[config.mk]
export PLATFORM = sky130hd
export DESIGN_NAME = muldiv_unit
export DESIGN_NICKNAME = d
export VERILOG_FILES = /design/src/rtl/muldiv_unit.sv
export SDC_FILE = /design/constraint.sdc
export NUM_CORES = 1
export LEC_CHECK = 0
export CAP_MARGIN = 25
export CELL_PAD_IN_SITES_DETAIL_PLACEMENT = 1
export CELL_PAD_IN_SITES_GLOBAL_PLACEMENT = 1
export CORE_MARGIN = 2
export CORE_UTILIZATION = 46
export DETAILED_ROUTE_END_ITERATION = 6
export PLACE_DENSITY_LB_ADDON = 0.15
export SYNTH_ARGS = -nofsm -noshare
export SYNTH_HDL_FRONTEND = slang
export SYNTH_SLANG_ARGS = --single-unit
[constraint.sdc]
create_clock -name clk -period 6.3 [get_ports clk]
set_input_delay 1.89 -clock clk [delete_from_list [all_inputs] [get_ports clk]]
set_output_delay 1.89 -clock clk [all_outputs]
set_load 0.1 [all_outputs]
[src/rtl/muldiv_unit.sv]
// ---------------------------------------------------------------------------
// muldiv_unit
//
// Iterative multiply/divide unit for the MIPS datapath. It executes MULTU,
// MULT, DIVU and DIV one bit per clock and holds the architectural HI/LO
// registers that feed the MFHI/MFLO writeback mux.
//
// Operation timeline (E0 = edge that accepts start):
//   E0      : IDLE -> RUN. Operand magnitudes, result signs and the
//             iteration counter are latched. busy rises.
//   E1..E32 : one shift-add (multiply) or restoring shift-subtract
//             (divide) step per edge.
//   E33     : FIX. Sign correction, HI/LO written, done pulses, busy falls.
//   E34     : first edge that can accept the next start.
//
// Ports:
//   clk      rising-edge clock
//   rst_n    asynchronous active-low reset
//   start    request a new operation (ignored while busy)
//   op       00 MULTU, 01 MULT, 10 DIVU, 11 DIV
//   rs_data  multiplicand / dividend
//   rt_data  multiplier / divisor
//   abort    cancel the in-flight operation (pipeline flush)
//   hi_we    MTHI write enable (accepted only while not busy)
//   lo_we    MTLO write enable (accepted only while not busy)
//   wdata    MTHI/MTLO write data
//   busy     operation in progress
//   done     one-cycle pulse: HI/LO were just written by an operation
//   hi, lo   architectural HI/LO registers
// ---------------------------------------------------------------------------
module muldiv_unit #(
  parameter int WIDTH = 32,
  parameter int ITER  = 32
) (
  input  logic             clk,
  input  logic             rst_n,
  input  logic             start,
  input  logic [1:0]       op,
  input  logic [WIDTH-1:0] rs_data,
  input  logic [WIDTH-1:0] rt_data,
  input  logic             abort,
  input  logic             hi_we,
  input  logic             lo_we,
  input  logic [WIDTH-1:0] wdata,
  output logic             busy,
  output logic             done,
  output logic [WIDTH-1:0] hi,
  output logic [WIDTH-1:0] lo
);

  localparam int DW = 2 * WIDTH;
  localparam int CW = $clog2(ITER + 1);

  typedef enum logic [1:0] {
    S_IDLE = 2'd0,
    S_RUN  = 2'd1,
    S_FIX  = 2'd2
  } state_e;

  // Two's-complement magnitude; unsigned operands pass through untouched.
  // The most negative value maps onto itself, which is its correct
  // unsigned magnitude.
  function automatic logic [WIDTH-1:0] magnitude(input logic [WIDTH-1:0] v,
                                                 input logic             is_signed);
    logic [WIDTH-1:0] r;
    if (is_signed && v[WIDTH-1]) begin
      r = ~v + {{(WIDTH-1){1'b0}}, 1'b1};
    end else begin
      r = v;
    end
    return r;
  endfunction

  // Conditional two's-complement negation of a single-width value.
  function automatic logic [WIDTH-1:0] cond_neg(input logic [WIDTH-1:0] v,
                                                input logic             neg);
    logic [WIDTH-1:0] r;
    if (neg) begin
      r = ~v + {{(WIDTH-1){1'b0}}, 1'b1};
    end else begin
      r = v;
    end
    return r;
  endfunction

  // Conditional two's-complement negation of a double-width product.
  function automatic logic [DW-1:0] cond_neg_dw(input logic [DW-1:0] v,
                                                input logic          neg);
    logic [DW-1:0] r;
    if (neg) begin
      r = ~v + {{(DW-1){1'b0}}, 1'b1};
    end else begin
      r = v;
    end
    return r;
  endfunction

  state_e           state_q,   state_d;
  logic [CW-1:0]    cnt_q,     cnt_d;
  // acc holds {partial product, multiplier} for MULT and
  // {partial remainder, dividend/quotient} for DIV.
  logic [DW-1:0]    acc_q,     acc_d;
  // b holds the multiplicand magnitude or the divisor magnitude.
  logic [WIDTH-1:0] b_q,       b_d;
  logic             is_div_q,  is_div_d;
  logic             neg_res_q, neg_res_d;   // product / quotient negative
  logic             neg_rem_q, neg_rem_d;   // remainder negative (dividend sign)
  logic             div0_q,    div0_d;      // divisor was zero
  logic [WIDTH-1:0] hi_q,      hi_d;
  logic [WIDTH-1:0] lo_q,      lo_d;
  logic             busy_q,    busy_d;
  logic             done_q,    done_d;

  // Per-iteration datapath and decode of the incoming operands.
  logic [WIDTH:0]   mul_sum;
  logic [WIDTH+1:0] div_diff;
  logic [DW-1:0]    mul_step;
  logic [DW-1:0]    div_step;
  logic [DW-1:0]    prod_fix;
  logic [WIDTH-1:0] quo_fix;
  logic [WIDTH-1:0] rem_fix;
  logic             op_signed;
  logic             rs_neg;
  logic             rt_neg;
  logic [WIDTH-1:0] rs_mag;
  logic [WIDTH-1:0] rt_mag;

  // One shift-add / shift-subtract step plus the final sign fix-up values.
  always_comb begin
    // Shift-add: add multiplicand into the upper half when the current
    // multiplier bit is set, then shift the whole accumulator right,
    // keeping the carry out of the add.
    mul_sum = {1'b0, acc_q[DW-1:WIDTH]} + {1'b0, b_q};
    if (acc_q[0]) begin
      mul_step = {mul_sum, acc_q[WIDTH-1:1]};
    end else begin
      mul_step = {1'b0, acc_q[DW-1:1]};
    end

    // Restoring division: trial-subtract the divisor from the remainder
    // shifted left by one (WIDTH+1 bits wide). No borrow means the trial
    // succeeded and a 1 quotient bit enters at the bottom. A zero divisor
    // never borrows, so the quotient becomes all ones and the remainder
    // ends up equal to the dividend magnitude.
    div_diff = {1'b0, acc_q[DW-1:WIDTH-1]} - {2'b00, b_q};
    if (!div_diff[WIDTH+1]) begin
      div_step = {div_diff[WIDTH-1:0], acc_q[WIDTH-2:0], 1'b1};
    end else begin
      div_step = {acc_q[DW-2:0], 1'b0};
    end

    prod_fix = cond_neg_dw(acc_q, neg_res_q);
    rem_fix  = cond_neg(acc_q[DW-1:WIDTH], neg_rem_q);
    if (div0_q) begin
      quo_fix = {WIDTH{1'b1}};
    end else begin
      quo_fix = cond_neg(acc_q[WIDTH-1:0], neg_res_q);
    end

    op_signed = op[0];
    rs_neg    = op_signed & rs_data[WIDTH-1];
    rt_neg    = op_signed & rt_data[WIDTH-1];
    rs_mag    = magnitude(rs_data, op_signed);
    rt_mag    = magnitude(rt_data, op_signed);
  end

  // Next-state and register-update logic for the IDLE/RUN/FIX sequencer.
  always_comb begin
    state_d   = state_q;
    cnt_d     = cnt_q;
    acc_d     = acc_q;
    b_d       = b_q;
    is_div_d  = is_div_q;
    neg_res_d = neg_res_q;
    neg_rem_d = neg_rem_q;
    div0_d    = div0_q;
    hi_d      = hi_q;
    lo_d      = lo_q;
    busy_d    = busy_q;
    done_d    = 1'b0;

    case (state_q)
      S_IDLE: begin
        // MTHI/MTLO are accepted whenever no operation is in flight,
        // including the cycle done is high; that write lands after the
        // FIX write and overwrites it.
        if (hi_we) begin
          hi_d = wdata;
        end else begin
          hi_d = hi_q;
        end
        if (lo_we) begin
          lo_d = wdata;
        end else begin
          lo_d = lo_q;
        end

        // start beats a simultaneous abort: abort only acts on RUN/FIX.
        if (start) begin
          state_d   = S_RUN;
          busy_d    = 1'b1;
          cnt_d     = CW'(ITER);
          is_div_d  = op[1];
          neg_res_d = rs_neg ^ rt_neg;
          neg_rem_d = rs_neg;
          div0_d    = op[1] & (rt_data == {WIDTH{1'b0}});
          if (op[1]) begin
            acc_d = {{WIDTH{1'b0}}, rs_mag};
            b_d   = rt_mag;
          end else begin
            acc_d = {{WIDTH{1'b0}}, rt_mag};
            b_d   = rs_mag;
          end
        end else begin
          state_d = S_IDLE;
          busy_d  = 1'b0;
        end
      end

      S_RUN: begin
        if (abort) begin
          state_d = S_IDLE;
          busy_d  = 1'b0;
        end else begin
          if (is_div_q) begin
            acc_d = div_step;
          end else begin
            acc_d = mul_step;
          end
          cnt_d = cnt_q - {{(CW-1){1'b0}}, 1'b1};
          if (cnt_q == {{(CW-1){1'b0}}, 1'b1}) begin
            state_d = S_FIX;
          end else begin
            state_d = S_RUN;
          end
        end
      end

      S_FIX: begin
        state_d = S_IDLE;
        busy_d  = 1'b0;
        if (abort) begin
          done_d = 1'b0;
        end else begin
          done_d = 1'b1;
          if (is_div_q) begin
            hi_d = rem_fix;
            lo_d = quo_fix;
          end else begin
            hi_d = prod_fix[DW-1:WIDTH];
            lo_d = prod_fix[WIDTH-1:0];
          end
        end
      end

      default: begin
        state_d = S_IDLE;
        busy_d  = 1'b0;
      end
    endcase
  end

  // State and datapath registers with asynchronous clear.
  always_ff @(posedge clk or negedge rst_n) begin
    if (!rst_n) begin
      state_q   <= S_IDLE;
      cnt_q     <= {CW{1'b0}};
      acc_q     <= {DW{1'b0}};
      b_q       <= {WIDTH{1'b0}};
      is_div_q  <= 1'b0;
      neg_res_q <= 1'b0;
      neg_rem_q <= 1'b0;
      div0_q    <= 1'b0;
      hi_q      <= {WIDTH{1'b0}};
      lo_q      <= {WIDTH{1'b0}};
      busy_q    <= 1'b0;
      done_q    <= 1'b0;
    end else begin
      state_q   <= state_d;
      cnt_q     <= cnt_d;
      acc_q     <= acc_d;
      b_q       <= b_d;
      is_div_q  <= is_div_d;
      neg_res_q <= neg_res_d;
      neg_rem_q <= neg_rem_d;
      div0_q    <= div0_d;
      hi_q      <= hi_d;
      lo_q      <= lo_d;
      busy_q    <= busy_d;
      done_q    <= done_d;
    end
  end

  assign busy = busy_q;
  assign done = done_q;
  assign hi   = hi_q;
  assign lo   = lo_q;

endmodule

# == After elaboration in Yosys (flattened, before gate mapping) ==
# Cells that the tools add are included.
# totals
reg_bits,174
input_bits,104
out_inout_bits,66
word_cells,82
# classes
add_sub_neg,8
eq_ne,9
muxes,34
bitwise_logic,9
n_reduce_logical,10
# op_table
operator,n
$mux 32,13
$mux 64,6
$add 32x1->32 const B,4
$not 32->32,4
$pmux 32 s2,2
$pmux 64 s2,1
$add 64x1->64 const B,1
$not 64->64,1
$sub 33x32->34,1
$add 32x32->33,1
$logic_not 32->1,1
$mux 6,2
$ne 2x2->1 const B,6
$pmux 6 s2,1
$reduce_and 3->1,3
$eq 6x1->1 const B,1
$sub 6x1->6 const B,1
$mux 1,5
$mux 2,2
$pmux 2 s2,1
$reduce_bool 2->1,2
$and 1x1->1,3
$eq 2x1->1 const B,1
$eq 2x2->1 const B,1
5 further kinds,6

# == Depth between registers and ports, before layout ==
# logic_depth
word_depth,7
depth_mapped,14
mapped_depth_nobuf,14

# == Least setup slack after synthesis ==
# No wires, ideal clock.
# synth_timing
path_type,input to register
from,in rt_data[3]
to,reg b_q[27]
setup_ns,0.083
t_arrival_ns,4.281
required_ns,6.217
slack_ns,1.937
cell_stages,9
n_path_buf,0
cell_sequence,or3_1 -> or4_1 -> nor2_2 -> nand3_1 -> or4_1 -> o41ai_1 -> xnor2_1 -> a21oi_1 -> o21ai_0
# synth_via
elab_chain_cells,4
# synth_rtl
element,line_no,text
from (decl),40,"input logic [WIDTH-1:0] rt_data,"
$not 32->32,67,"r = ~v + {{(WIDTH-1){1'b0}}, 1'b1};"
$add 32x1->32,67,
$mux 32,66,if (is_signed && v[WIDTH-1]) begin
$mux 32,207,if (op[1]) begin
to (signal assigned),269,b_q <= {WIDTH{1'b0}};
to (decl),104,"logic [WIDTH-1:0] b_q, b_d;"
# Every way passes these cells.
# A chain may end at the register's enable or synchronous reset.

# == Worst setup path in the final report ==
# layout_timing
from,in rt_data[3]
to,reg acc_q[31]
# layout_via
elab_chain_cells,6
# layout_rtl
element,line_no,text
$not 32->32,67,
$add 32x1->32,67,
$mux 32,66,
$mux 32,207,
$mux 64,199,if (start) begin
$pmux 64 s2,182,case (state_q)
to (signal assigned),268,acc_q <= {DW{1'b0}};
to (decl),102,"logic [DW-1:0] acc_q, acc_d;"
# Every way passes these cells. The select of a mux whose other input is x is not followed.

==> results.md <==
- All-Layer GR Usage: 0.345
- Primary FF master, synth: dfrtp_1
- Critical Setup Path Class: in -> reg
- Leakage: 7.38 nW
- H-tree level count: 4
- Vias in the first global route: 15300
- Worst r2r path cells: 13
- Asr flop ratio synth: 1.00
- I/O Buffers: 169
- Worst Path Arrival: 5250 ps
- Synth top area share: 0.289
- Setup WS pre-CTS: 1040 ps
- Synthesized netlist net count: 2115
- Pre-Repair DR Iteration Count: 5
- Via count of the routed design: 15600
- CP max stage delay: 610 ps
- Commonest cells after routing, fill and taps aside: nand2_1 (224), a21oi_1 (210), nor2_1 (181), dfrtp_1 (173), o21ai_0 (172)
- Dominant cells by area after synthesis: dfrtp_1 (29%), a21oi_1 (7.0%), xnor2_1 (6.5%)
- Critical path endpoint: acc_q[31]
- Req. time, crit path: 6690 ps
- Initial Util: 0.466
- Fin crit period: 4850 ps
- Hold WS: 487 ps
- Synthesized area: 0.0151 mm^2
- Fin worst setup slack: 1450 ps
- Hold Vio Cnt, Final: 0
- CTS tree: built
- Total CTS buffers: 17
- Routed WL: 59.0 mm
- Worst path slowest cell: or4_1
- Synth Register Bits: 174
- Max Clock Freq: 206 MHz
- Initial antenna violation count: 0
- First-pass GRT wire length: 90.3 mm
- Max Cap Viol: 0
- Die Ht: 185 um
- Clk sinks: 174
- Mean post-synth cell area: 7.78 um^2
- Pwr Density: 543 mW/mm^2
- DRT iter0 DRCs: 1127
- # IOs: 170
- Hold-fix buffers, CTS: 0
- Post-route DRC: 0
- Crit end category: flip-flop
- Syn Inst Count: 1939
- FP Rows: 66
- Critical Path Source: rt_data[3]
- WL/cell: 23.7 um
- Setup Skew: 14.0 ps
- Max FO, Critical Path: 5
- Clock root buffer master: clkbuf_16
- DR vias/cell: 6.28
- Seq/Total Area, Yosys: 0.289
- TNS Setup: 0 ps
- Maximum VDD drop: 0.245 mV
- Setup repair bufs after CTS: 0
- Worst path bufs/invs: 1
- Routed Antenna Nets: 0
- Status: complete, no violations
- Layout cells sized above 1: 0.0508
- Crit-path cells: clkdlybuf4s50_1 > or3_1 > or4_1 > nor2_2 > nand3_1 > or4_1 > o31ai_1 > nand2_1 > o31ai_1 > o21ai_0 > nand2_1
- Worst skew pair latency: 450 ps
- Slew Viols, Final: 0
- Most common cell after layout, fill and taps aside: nand2_1
- Hold WC Path Type: reg -> reg
- Final non-filler cell total: 2488
- R2r setup slk: 1970 ps
- Ys Warns: 0
- Final period utilization: 0.770
- Startpoint types: primary input
- GR Overflow Total: 0
- Final Net Count: 2209
- Crit path depth: 11
- Final setup vio count: 0
- Cells after DPL: 2453
- Post_cts resized: 0
- ANT cells: 0
- Post-synth top area cell: dfrtp_1
- RePlAce Congestion: 0.955
- Post-synth EDFFs: 0
- Core area: 0.0324 mm^2
- Rel. slew slack: 0.269
- Longest Clk Path Bufs: 2
- Largest net degree at the start of global routing: 120
- R2R Path End: acc_q[49]
- HPWL Detailed: 45.4 mm
- Area Growth Syn to Fin: 17.5%
- Critical R2R Launch: b_q[1]
- CP top delay family: simple AND/OR/NAND/NOR gates
- Slew @ Worst Pin: 1090 ps
- RSZ-0062 raised after global routing: no
- Horiz. Die Dim: 185 um
- Synth unique cells: 89
- Clk slew on worst S/H paths: 80 ps
- Die Area: 0.0342 mm^2
through the flow:
| step | power (mW) | util | instance area, um^2 |
|---|---|---|---|
| finish | 9.62 | 0.547 | 17700 |
| global route | 10.2 | 0.547 | 17700 |
| detailed placement | 8.38 | 0.527 | 17100 |
| global placement | 8.19 | 0.526 | 17000 |
| floorplan | 6.57 | - | 15100 |
| CTS | 9.51 | 0.545 | 17600 |
registers in the layout, summed over array words and instances (netlist names):
name       cells
acc_q         64
b_q           32
busy           1
cnt_q          6
div0_q         1
done           1
hi            32
is_div_q       1
lo            32
neg_rem_q      1
neg_res_q      1
state_q        2
per-layer routing:
metal / GRT usage / up-vias / wire, um
met4: 0.138 / 0 / 2400
met1: 0.468 / 7798 / 26000
met5: 0 / - / 0
met3: 0.0417 / 109 / 3390
met2: 0.560 / 566 / 27200
li1: - / 7142 / -
cell usage after synthesis (all sizes together) (12+ instances only):
cell,n
a211oi,16
a21o,30
a21oi,211
a221oi,12
a22o,14
a31oi,28
buf,19
clkbuf,101
dfrtp,174
ha,70
inv,72
mux2i,65
nand2,225
nand2b,17
nand3,26
nor2,184
nor2b,19
nor3,40
nor4,14
o211ai,19
o21ai,173
o21bai,12
o22ai,37
o31ai,25
o41ai,13
or3,18
or4,19
xnor2,112
xor2,61
report_power, final:
part / switching (mW) / internal, mW / leakage (nW)
logic: 4.01 / 2.25 / 4.97
registers: 0.750 / 1.52 / 2.12
clock network: 0.549 / 0.552 / 0.293
area by class of cell:
| type | instances | area (um^2) |
|---|---|---|
| Clock inverter | 13 | 136 |
| Tap cell | 442 | 553 |
| Inverter | 73 | 274 |
| Multi-Input combinational cell | 1572 | 9980 |
| Clock buffer | 19 | 453 |
| Timing Repair Buffer | 195 | 1970 |
| Sequential cell | 174 | 4360 |
| Fill cell | 3972 | 14700 |
worst min path at each step:
| stage | end | cells past startpoint | startpoint | slack [ps] |
|---|---|---|---|---|
| after global routing | lo[1] | 2 | lo[1] | 520 |
| after floorplan | div0_q | 2 | div0_q | 450 |
| final | lo[16] | 2 | lo[16] | 490 |
| after CTS | lo[1] | 2 | lo[1] | 490 |
| after detailed placement | lo[1] | 2 | lo[1] | 470 |
| after global placement | lo[19] | 2 | lo[19] | 460 |
worst min-delay path: cells and delay by family, from the launching register on:
family	cells	cell delay, ps
flip-flops	1	340
AO/OA/AOI/OAI	1	60
AND/OR/NAND/NOR	1	40
cell families after synthesis:
kind of cell	synth area share
muxes	0.0461
adders and majority gates	0.0607
xor gates and xnor gates	0.100
buffers and inverters	0.0519
DFF	0.289
and+or+nand+nor	0.185
AOI/OAI and AO/OA	0.267
No activity file was read; power rests on OpenSTA's default activity.
